## config.mk

```make
export PLATFORM = sky130hd
export DESIGN_NAME = vga_capture_flat
export DESIGN_NICKNAME = d
export VERILOG_FILES = /design/src/rtl/vga_capture_pkg.sv /design/src/rtl/vga_capture_if.sv /design/src/rtl/vga_capture_sync_edge_det.sv /design/src/rtl/vga_capture.sv /design/src/flat_wrapper.sv
export SDC_FILE = /design/constraint.sdc
export NUM_CORES = 1
export LEC_CHECK = 0
export CAP_MARGIN = 15
export CORE_UTILIZATION = 61
export CTS_BUF_LIST = sky130_fd_sc_hd__clkbuf_8
export DETAILED_ROUTE_END_ITERATION = 10
export PLACE_DENSITY = 0.95
export SLEW_MARGIN = 20
export SYNTH_ARGS = -nofsm -noshare
export SYNTH_HDL_FRONTEND = slang
export SYNTH_SLANG_ARGS = --single-unit
```

## constraint.sdc

```tcl
create_clock -name i_clk -period 3.38 [get_ports i_clk]
set_input_delay 0.676 -clock i_clk [delete_from_list [all_inputs] [get_ports i_clk]]
set_output_delay 0.676 -clock i_clk [all_outputs]
set_load 0.01 [all_outputs]
```

## src/rtl/vga_capture_pkg.sv

```systemverilog
// Shared definitions for the VGA capture receiver: 640x480 timing defaults,
// VRAM bus widths and the capture FSM state encoding.
package vga_capture_pkg;

   localparam int   DEF_H_ACTIVE = 640;
   localparam int   DEF_V_ACTIVE = 480;
   localparam int   DEF_H_BP     = 48;
   localparam int   DEF_V_BP     = 33;
   localparam logic DEF_SYNC_ACT = 1'b0;

   localparam int ADDR_W = 19;
   localparam int DATA_W = 12;
   localparam int CNT_W  = 10;

   typedef enum logic [2:0] {
      ST_IDLE    = 3'd0,
      ST_WAIT_VS = 3'd1,
      ST_WAIT_HS = 3'd2,
      ST_HBP     = 3'd3,
      ST_ACTIVE  = 3'd4
   } cap_state_t;

endpackage

```

## src/rtl/vga_capture_if.sv

```systemverilog
// VRAM port-A write bus driven by the capture block toward the VRAM-select mux.
interface vga_capture_if;
   import vga_capture_pkg::*;

   logic              we;
   logic [ADDR_W-1:0] waddr;
   logic [DATA_W-1:0] wdata;

   modport master (output we, output waddr, output wdata);
   modport slave  (input  we, input  waddr, input  wdata);

endinterface

```

## src/rtl/vga_capture_sync_edge_det.sv

```systemverilog
// Sync history register with leading/trailing edge pulses; the pulses are
// combinational against the history so the edge sample itself is flagged.
module sync_edge_det #(
   parameter logic SYNC_ACT = 1'b0
) (
   input  logic i_clk,
   input  logic i_rst,
   input  logic i_ce,
   input  logic i_sync,
   output logic o_lead,
   output logic o_trail
);

   logic r_q;

   always_ff @(posedge i_clk) begin
      if (i_rst) begin
         r_q <= ~SYNC_ACT;
      end else if (i_ce) begin
         r_q <= i_sync;
      end
   end

   assign o_lead  = i_ce && (i_sync == SYNC_ACT) && (r_q != SYNC_ACT);
   assign o_trail = i_ce && (i_sync != SYNC_ACT) && (r_q == SYNC_ACT);

endmodule

```

## src/rtl/vga_capture.sv

```systemverilog
// Single-frame VGA capture: finds the active window from sync edges and
// writes it linearly into VRAM port A.
//
// state      | meaning
// -----------+-------------------------------------------------------------
// ST_IDLE    | no capture; with busy still set, issues frame_done and clears
// ST_WAIT_VS | armed, waiting for vsync trailing edge
// ST_WAIT_HS | counting lines, waiting for hsync trailing edge
// ST_HBP     | inside horizontal back porch of a captured line
// ST_ACTIVE  | writing active pixels of the current line
module vga_capture
   import vga_capture_pkg::*;
#(
   parameter int   H_ACTIVE = DEF_H_ACTIVE,
   parameter int   V_ACTIVE = DEF_V_ACTIVE,
   parameter int   H_BP     = DEF_H_BP,
   parameter int   V_BP     = DEF_V_BP,
   parameter logic SYNC_ACT = DEF_SYNC_ACT
) (
   input  logic              i_clk,
   input  logic              i_rst,
   input  logic              i_pix_ce,
   input  logic              i_hsync,
   input  logic              i_vsync,
   input  logic [DATA_W-1:0] i_rgb,
   input  logic              i_cap_start,
   input  logic              i_cap_abort,
   output logic              o_busy,
   output logic              o_frame_done,
   output logic              o_frame_err,
   vga_capture_if.master     vram
);

   localparam logic [CNT_W-1:0]  PIX_LAST   = CNT_W'(H_ACTIVE - 1);
   localparam logic [CNT_W-1:0]  HBP_LAST   = CNT_W'(H_BP - 1);
   localparam logic [CNT_W-1:0]  LINE_FIRST = CNT_W'(V_BP);
   localparam logic [CNT_W-1:0]  LINE_END   = CNT_W'(V_BP + V_ACTIVE);
   localparam logic [ADDR_W-1:0] ADDR_LAST  = ADDR_W'(H_ACTIVE * V_ACTIVE - 1);
   // A one-pixel back porch means the sample after the edge is already active.
   localparam bit                HBP_SKIP   = (H_BP == 1);

   cap_state_t        r_state;
   logic [CNT_W-1:0]  r_pix;
   logic [CNT_W-1:0]  r_line;
   logic [ADDR_W-1:0] r_wcnt;
   logic [ADDR_W-1:0] r_waddr;
   logic [DATA_W-1:0] r_wdata;
   logic              r_we;
   logic              r_busy;
   logic              r_done;
   logic              r_err;

   logic w_hs_trail;
   logic w_hs_lead_unused;
   logic w_vs_trail;
   logic w_vs_lead;
   logic w_err;

   sync_edge_det #(.SYNC_ACT(SYNC_ACT)) u_hs_edge (
      .i_clk   (i_clk),
      .i_rst   (i_rst),
      .i_ce    (i_pix_ce),
      .i_sync  (i_hsync),
      .o_lead  (w_hs_lead_unused),
      .o_trail (w_hs_trail)
   );

   sync_edge_det #(.SYNC_ACT(SYNC_ACT)) u_vs_edge (
      .i_clk   (i_clk),
      .i_rst   (i_rst),
      .i_ce    (i_pix_ce),
      .i_sync  (i_vsync),
      .o_lead  (w_vs_lead),
      .o_trail (w_vs_trail)
   );

   // Short line (early hsync) or short frame (early vsync) aborts the capture.
   assign w_err = (((r_state == ST_HBP) || (r_state == ST_ACTIVE)) && w_hs_trail)
               || (((r_state == ST_WAIT_HS) || (r_state == ST_HBP) || (r_state == ST_ACTIVE))
                   && w_vs_lead);

   always_ff @(posedge i_clk) begin
      if (i_rst) begin
         r_state <= ST_IDLE;
         r_pix   <= '0;
         r_line  <= '0;
         r_wcnt  <= '0;
         r_waddr <= '0;
         r_wdata <= '0;
         r_we    <= 1'b0;
         r_busy  <= 1'b0;
         r_done  <= 1'b0;
         r_err   <= 1'b0;
      end else begin
         r_we   <= 1'b0;
         r_done <= 1'b0;
         if (i_cap_abort) begin
            r_state <= ST_IDLE;
            r_busy  <= 1'b0;
         end else if (w_err) begin
            r_state <= ST_IDLE;
            r_busy  <= 1'b0;
            r_err   <= 1'b1;
         end else begin
            unique case (r_state)
               ST_IDLE: begin
                  if (r_busy) begin
                     r_busy <= 1'b0;
                     r_done <= 1'b1;
                  end else if (i_cap_start) begin
                     r_state <= ST_WAIT_VS;
                     r_busy  <= 1'b1;
                     r_err   <= 1'b0;
                     r_wcnt  <= '0;
                     r_waddr <= '0;
                     r_line  <= '0;
                  end
               end
               ST_WAIT_VS: begin
                  if (w_vs_trail) begin
                     r_state <= ST_WAIT_HS;
                     r_line  <= '0;
                  end
               end
               ST_WAIT_HS: begin
                  if (w_hs_trail) begin
                     if ((r_line >= LINE_FIRST) && (r_line < LINE_END)) begin
                        r_state <= HBP_SKIP ? ST_ACTIVE : ST_HBP;
                        r_pix   <= HBP_SKIP ? '0 : CNT_W'(1);
                     end else begin
                        r_line <= r_line + CNT_W'(1);
                     end
                  end
               end
               ST_HBP: begin
                  if (i_pix_ce) begin
                     if (r_pix == HBP_LAST) begin
                        r_state <= ST_ACTIVE;
                        r_pix   <= '0;
                     end else begin
                        r_pix <= r_pix + CNT_W'(1);
                     end
                  end
               end
               ST_ACTIVE: begin
                  if (i_pix_ce) begin
                     r_we    <= 1'b1;
                     r_wdata <= i_rgb;
                     r_waddr <= r_wcnt;
                     r_wcnt  <= r_wcnt + ADDR_W'(1);
                     if (r_wcnt == ADDR_LAST) begin
                        r_state <= ST_IDLE;
                     end else if (r_pix == PIX_LAST) begin
                        r_state <= ST_WAIT_HS;
                        r_line  <= r_line + CNT_W'(1);
                     end else begin
                        r_pix <= r_pix + CNT_W'(1);
                     end
                  end
               end
               default: r_state <= ST_IDLE;
            endcase
         end
      end
   end

   assign vram.we      = r_we;
   assign vram.waddr   = r_waddr;
   assign vram.wdata   = r_wdata;
   assign o_busy       = r_busy;
   assign o_frame_done = r_done;
   assign o_frame_err  = r_err;

endmodule

```

## src/flat_wrapper.sv

```systemverilog
// flat-port wrapper written by rule: the top's interface ports become plain ports
module vga_capture_flat import vga_capture_pkg::*;
#(
   parameter int   H_ACTIVE = DEF_H_ACTIVE,
   parameter int   V_ACTIVE = DEF_V_ACTIVE,
   parameter int   H_BP     = DEF_H_BP,
   parameter int   V_BP     = DEF_V_BP,
   parameter logic SYNC_ACT = DEF_SYNC_ACT
)
  (i_clk, i_rst, i_pix_ce, i_hsync, i_vsync, i_rgb, i_cap_start, i_cap_abort, o_busy, o_frame_done, o_frame_err, vram_we, vram_waddr, vram_wdata);
  vga_capture_if vram_i ();
  input  logic i_clk;
  input  logic i_rst;
  input  logic i_pix_ce;
  input  logic i_hsync;
  input  logic i_vsync;
  input  logic [DATA_W-1:0] i_rgb;
  input  logic i_cap_start;
  input  logic i_cap_abort;
  output logic o_busy;
  output logic o_frame_done;
  output logic o_frame_err;
  output wire logic [$bits(vram_i.we)-1:0] vram_we;
  output wire logic [$bits(vram_i.waddr)-1:0] vram_waddr;
  output wire logic [$bits(vram_i.wdata)-1:0] vram_wdata;
  assign vram_we = vram_i.we;
  assign vram_waddr = vram_i.waddr;
  assign vram_wdata = vram_i.wdata;
  vga_capture #(.H_ACTIVE(H_ACTIVE), .V_ACTIVE(V_ACTIVE), .H_BP(H_BP), .V_BP(V_BP), .SYNC_ACT(SYNC_ACT)) u_core (.i_clk(i_clk), .i_rst(i_rst), .i_pix_ce(i_pix_ce), .i_hsync(i_hsync), .i_vsync(i_vsync), .i_rgb(i_rgb), .i_cap_start(i_cap_start), .i_cap_abort(i_cap_abort), .o_busy(o_busy), .o_frame_done(o_frame_done), .o_frame_err(o_frame_err), .vram(vram_i));
endmodule
```

* After elaboration in Yosys (flattened, before gate mapping)
Index checks and enable logic that the tools add are counted.
** Cells by class
- $add $sub $neg :: 3
- $lt $le $gt $ge :: 2
- Equal/unequal tests :: 21
- Mux-type cells :: 42
- Bitwise gates (word level) :: 7
- Reduce and logical (&&, ||, !) cells :: 28
** Operators with widths (count)
- 2-to-1 mux 10 bit :: 15
- 2-to-1 mux 19 bit :: 4
- case mux 19 bit (2 select lines) :: 2
- case mux 10 bit (4 select lines) :: 1
- 2-to-1 mux 3 bit :: 10
- case mux 10 bit (3 select lines) :: 1
- != test 2 bit (second input constant) :: 12
- adder 10 x 1 -> 10 bit (second input constant) :: 2
- adder 19 x 1 -> 19 bit (second input constant) :: 1
- equality test 19 bit (second input constant) :: 1
- AND reduction 9 bit :: 2
- case mux 3 bit (5 select lines) :: 1
- AND reduction 11 bit :: 1
- equality test 10 bit (second input constant) :: 1
- equality test 10 x 6 -> 1 bit (second input constant) :: 1
- greater-or-equal comparator 10 x 6 -> 1 bit (second input constant) :: 1
- < comparator 10 bit (second input constant) :: 1
- logical AND 1 bit :: 9
- 2-to-1 mux 1 bit :: 8
- AND reduction 4 bit :: 2
- OR reduction 4 bit :: 2
- NOT 1 bit :: 7
- equality test 3 x 2 -> 1 bit (second input constant) :: 2
- AND reduction 6 bit :: 1
- other kinds (10) :: 15
** Storage, ports and cells
- Bits in registers :: 79
- Output and inout port bits :: 35

* Depth between registers and ports, before layout
- Word-level depth :: 7
- Gate-level depth with buffers :: 10

* By module
A second synthesis with hierarchy kept.
** Unflattened totals
- Cell total of the unflattened synthesis :: 478
- Area total of the unflattened synthesis :: 3794.9 um^2
** Modules (own cells, without submodules)
- vga_capture :: instances 1, cells each 466, area each 3692.3 um^2, seq. area each 1541.5 um^2
- sync_edge_det :: instances 2, cells each 6, area each 51.3 um^2, seq. area each 20.0 um^2

* Least setup slack after synthesis
Ideal clock, no wire load.
- Path kind :: input-to-reg
- Start :: in i_pix_ce
- End :: reg u_core.r_line[6]
- Library setup time :: 0.070 ns
- Data arrival time :: 2.243 ns
- Path slack :: 1.067 ns
- Stages on the path :: 7
- Path buffers :: 1
- Cells stage by stage :: clkbuf_1 nand4b_1 o211ai_1 o211ai_1 or3_1 or4_1 a21oi_1
** Between the ends
- Cells in the longest elaborated chain, start to end :: 6
** RTL lines
- start: declaration :: RTL line flat_wrapper.sv:14 : input logic i_pix_ce;
- logical AND 1 bit, on equally long branches (2 in series) :: RTL line vga_capture_sync_edge_det.sv:25, vga_capture_sync_edge_det.sv:24
- logical AND 1 bit, on equally long branches :: RTL line vga_capture.sv:78, vga_capture.sv:80
- logical OR 1 bit :: RTL line vga_capture.sv:79 : || (((r_state == ST_WAIT_HS) || (r_state == ST_HBP) || (r_state == ST_ACTIVE))
- NOT 1 bit (no line)
- AND reduction 11 bit (no line) *
- end signal: assignment :: RTL line vga_capture.sv:131 : r_line <= r_line + CNT_W'(1);
- end signal: assignment :: RTL line vga_capture.sv:155 : r_line <= r_line + CNT_W'(1);
- end: declaration :: RTL line vga_capture.sv:44 : logic [CNT_W-1:0] r_line;
Every way passes the cells marked *; elsewhere a longest branch is shown, timed or not.
A chain may end at the register's enable or synchronous reset.

* Worst setup path after layout
- Start :: reg u_core.r_state[1]
- End :: reg u_core.r_wdata[3] (netlist: u_core.vram.wdata[3])
** Between the ends
- Cells in the longest elaborated chain, start to end :: 7
** RTL lines
- start: declaration :: RTL line vga_capture.sv:42 : cap_state_t r_state;
- start signal: assignment :: RTL line vga_capture.sv:128 : r_state <= HBP_SKIP ? ST_ACTIVE : ST_HBP;
- equality test 3 x 2 -> 1 bit, on equally long branches :: RTL line vga_capture.sv:79, vga_capture.sv:78
- logical OR 1 bit (2 in series) :: RTL line vga_capture.sv:79
- logical AND 1 bit :: RTL line vga_capture.sv:80 : && w_vs_lead);
- logical OR 1 bit :: RTL line vga_capture.sv:79
- NOT 1 bit (no line)
- AND reduction 4 bit (no line) *
- end signal: assignment :: RTL line vga_capture.sv:148 : r_wdata <= i_rgb;
- end: declaration :: RTL line vga_capture.sv:47 : logic [DATA_W-1:0] r_wdata;
Marks and branches as above.

==> impl_metrics.env <==
export IMPL_cts_tree="done"
export IMPL_drt_wirelength_per_cell_um=15.29
export IMPL_die_area_um2=6589
export IMPL_irDropWorstVdd_mv=0.2710
export IMPL_die_x_um=81.17
export IMPL_vias=3736
export IMPL_via_per_inst=6.206
export IMPL_rows=28
export IMPL_final_area_um2=4601
export IMPL_cts_sinks=79
export IMPL_finalClockSkew_ns=0.01033
export IMPL_design_core_area_um2=5991
export IMPL_cts_resized=0
export IMPL_dpl_cell_area_um2=4379
export IMPL_setup_violations=0
export IMPL_cpPeakStageDelay_ns=0.66
export IMPL_seqPwrFrac_pct=49.5
export IMPL_synth_top_area_share_pct=41.36
export IMPL_worstHoldPathCells=2
export IMPL_yosysTopAreaCell="dfxtp_1"
export IMPL_synth_area_leaders="dfxtp_1, nand2_1, a21oi_1"
export IMPL_setup_slack_ns=0.6554
export IMPL_powerDensity_nw_per_um2=419.8
export IMPL_clockBufferDepth=2
export IMPL_arrival_ns=2.97
export IMPL_layout_area_overhead_vs_synth_pct=20.32
export IMPL_min_period_over_period_pct=80.61
export IMPL_antenna_cells=0
export IMPL_leakage_uw=0.001623
export IMPL_layout_drive_gt1_share_pct=5.503
export IMPL_cts_setup_buffers=0
export IMPL_overflow=0
export IMPL_ys_flop_type="dfxtp_1"
export IMPL_synth_edf_count=0
export IMPL_fin_crit_ns=2.725
export IMPL_maxCapViolCount=0
export IMPL_end_kind="flip-flop"
export IMPL_worst_pin_slew_ns=0.9023
export IMPL_relSlewSlack_pct=39.57
export IMPL_rsz0062_at_grt="false"
export IMPL_hold_buffers=0
export IMPL_hold_violations=0
export IMPL_syn_nets=505
export IMPL_drtIter0Drc=312
export IMPL_power_switching_uw=502.3
export IMPL_total_power_uw=1931
export IMPL_outcome="completed"
export IMPL_hold_class="reg2reg"
export IMPL_antenna_found_initial=0
export IMPL_dp_slack_ns=0.3607
export IMPL_p_int_uw=1429
export IMPL_globalRouteTotalUtil_pct=28.60
export IMPL_slowest_stage="or3_1"
export IMPL_yosys_register_bits=79
export IMPL_dpl_cell_count=586
export IMPL_synthDistinctLibCells=45
export IMPL_cp_cell_sequence="nor2b_1, o21ai_0, a22oi_1, or3_1, mux2i_1, nor2_1"
export IMPL_synthesis_area_um2=3824
export IMPL_n_fill_cell=394
export IMPL_cp_max_fo=13
export IMPL_fmax_mhz=367.0
export IMPL_port_buffers=53
export IMPL_path_class="reg2reg"
export IMPL_ios=54
export IMPL_pwr_share_comb_pct=10.2
export IMPL_ctsHtreeMaxLevel=3
export IMPL_drv_slew=0
export IMPL_grt_pass1_wl_um=14630
export IMPL_yosys_warnings=0
export IMPL_power_frac_clock_pct=40.2
export IMPL_wl_um=9202
export IMPL_cts_root_buf="clkbuf_8"
export IMPL_synth_seq_area_share_pct=41.36
export IMPL_reg2reg_depth=6
export IMPL_synthArstFlopShare_pct=0
export IMPL_p_sw_share_pct=26.01
export IMPL_syn_avg_cell_area_um2=7.949
export IMPL_netlist_instances=481
export IMPL_dp_hpwl_um=6000
export IMPL_grt_pass1_vias=3320
export IMPL_drtAntennaViolNets=0
export IMPL_die_h_um=81.17
export IMPL_critPathLaunchType="flip-flop"
export IMPL_drc=0
export IMPL_fin_cells=602
export IMPL_drt_first_pass_iters=5
export IMPL_cts_buffers=9
export IMPL_grt_start_max_net_pins=39
export IMPL_start_util_pct=63.83
export IMPL_worstSkewPairLatency_ns=0.36
export IMPL_fin_nets=546
export IMPL_required_ns=3.62
export IMPL_setup_tns_ns=0
export IMPL_cts_clk_slew_worst_paths_ns=0.08
export IMPL_gp_congestion=0.8689
## final timing paths
kind                   startpoint                    to  slack (ns)
max reg2reg     u_core.r_state[1]  u_core.vram.wdata[3]        0.66
min reg2reg  u_core.vram.waddr[4]  u_core.vram.waddr[4]        0.46
min          u_core.vram.waddr[4]  u_core.vram.waddr[4]        0.46
max             u_core.r_state[1]  u_core.vram.wdata[3]        0.66
## cells in the final DEF (no fill, tap or decap), types with 4 or more instances in the layout
| cell | netlist | final |
|---|---|---|
| nand3_1 | 17 | 17 |
| mux2i_1 | 14 | 14 |
| a31oi_1 | 6 | 6 |
| o211ai_1 | 4 | 4 |
| nand4b_1 | 4 | 4 |
| buf_4 | 0 | 7 |
| nand4_1 | 14 | 14 |
| or3_1 | 4 | 4 |
| nor3_1 | 18 | 18 |
| nand2_1 | 72 | 72 |
| a21oi_1 | 47 | 47 |
| nor2b_1 | 11 | 11 |
| and3_1 | 7 | 7 |
| o21ai_0 | 14 | 14 |
| nand2b_1 | 7 | 7 |
| clkbuf_8 | 0 | 9 |
| or4_1 | 6 | 6 |
| dfxtp_1 | 79 | 79 |
| nor2_1 | 57 | 57 |
| inv_1 | 5 | 6 |
| nor4_1 | 5 | 5 |
| o31ai_1 | 8 | 8 |
| xnor2_1 | 19 | 19 |
| ha_1 | 5 | 5 |
| clkdlybuf4s50_1 | 0 | 53 |
## synth_stat cells (3+ instances only)
cell type,instances
buf_2,7
nand2b_1,7
nor2_1,57
nand2_1,72
nand4b_1,4
or4_1,6
nor4b_1,3
xnor2_1,19
o211ai_1,4
nor4_1,5
clkbuf_1,22
ha_1,5
o31ai_1,8
a21oi_1,47
nand3_1,17
nand4_1,14
mux2i_1,14
and3_1,7
or3_1,4
dfxtp_1,79
o21ai_0,14
nor2b_1,11
nor3b_1,3
inv_1,5
nor3_1,18
a31oi_1,6
## cell families after synthesis
logic type	count (synthesis)	share of synthesized area [%]
and+or+nand+nor	238	30.92
adders and majority gates	5	1.636
xor gates and xnor gates	19	4.352
AOI/OAI and AO/OA	90	14.10
DFF	79	41.36
buffers and inverters	35	3.665
muxes	15	3.959
## sequential cells by signal, summed over array words and instances, names as in the netlist
signal	count
u_core.r_line	10
u_core.u_hs_edge.r_q	1
u_core.r_state	3
u_core.o_frame_err	1
u_core.vram.wdata	12
u_core.vram.waddr	19
u_core.u_vs_edge.r_q	1
u_core.o_frame_done	1
u_core.o_busy	1
u_core.r_wcnt	19
u_core.r_pix	10
u_core.vram.we	1
## stage by stage
stage          hold slack (ns)  utilization, %
2_1_floorplan           0.4492               -
3_3_place_gp            0.4439           73.10
3_5_place_dp            0.4488           73.10
4_1_cts                 0.4611           76.80
5_1_grt                 0.4853           76.80
6_report                0.4640           76.80
## power by group through the flow
stage          Sequential, uW  Clock [uW]  Combinational, uW
2_1_floorplan             967           0                137
5_1_grt                   959         812                213
3_3_place_gp              977           0                185
4_1_cts                   956         781                194
3_5_place_dp              978           0                192
6_report                  957         777                197
## metal layers
metal  wire length, um  global-route usage (%)  share of wire (%)  vias up
met4               181                   13.75                2.0        0
li1                  -                       -                  -     1771
met1              3899                   35.10                 42     1771
met5                 0                       0                  0        -
met2              4458                   48.07                 48      170
met3               662                   5.281                7.2       24
## layout make-up
| class | count | area [um2] | share of cell area, % |
|---|---|---|---|
| clock buffer | 9 | 123.9 | 2.692 |
| clock inverter | 7 | 97.59 | 2.121 |
| inverter | 5 | 18.77 | 0.4079 |
| multi-input combinational | 367 | 2102 | 45.69 |
| sequential | 79 | 1582 | 34.38 |
| tap | 75 | 93.84 | 2.040 |
| timing repair buffer | 60 | 583.1 | 12.67 |
## worst max-delay path, delay by kind of cell, from the launching register on
kind / cells / cell delay (ns)
simple gates: 3 / 1.25
compound gates: 2 / 0.53
flops: 1 / 0.53
mux: 1 / 0.30
No activity file was read; power rests on OpenSTA's default activity.
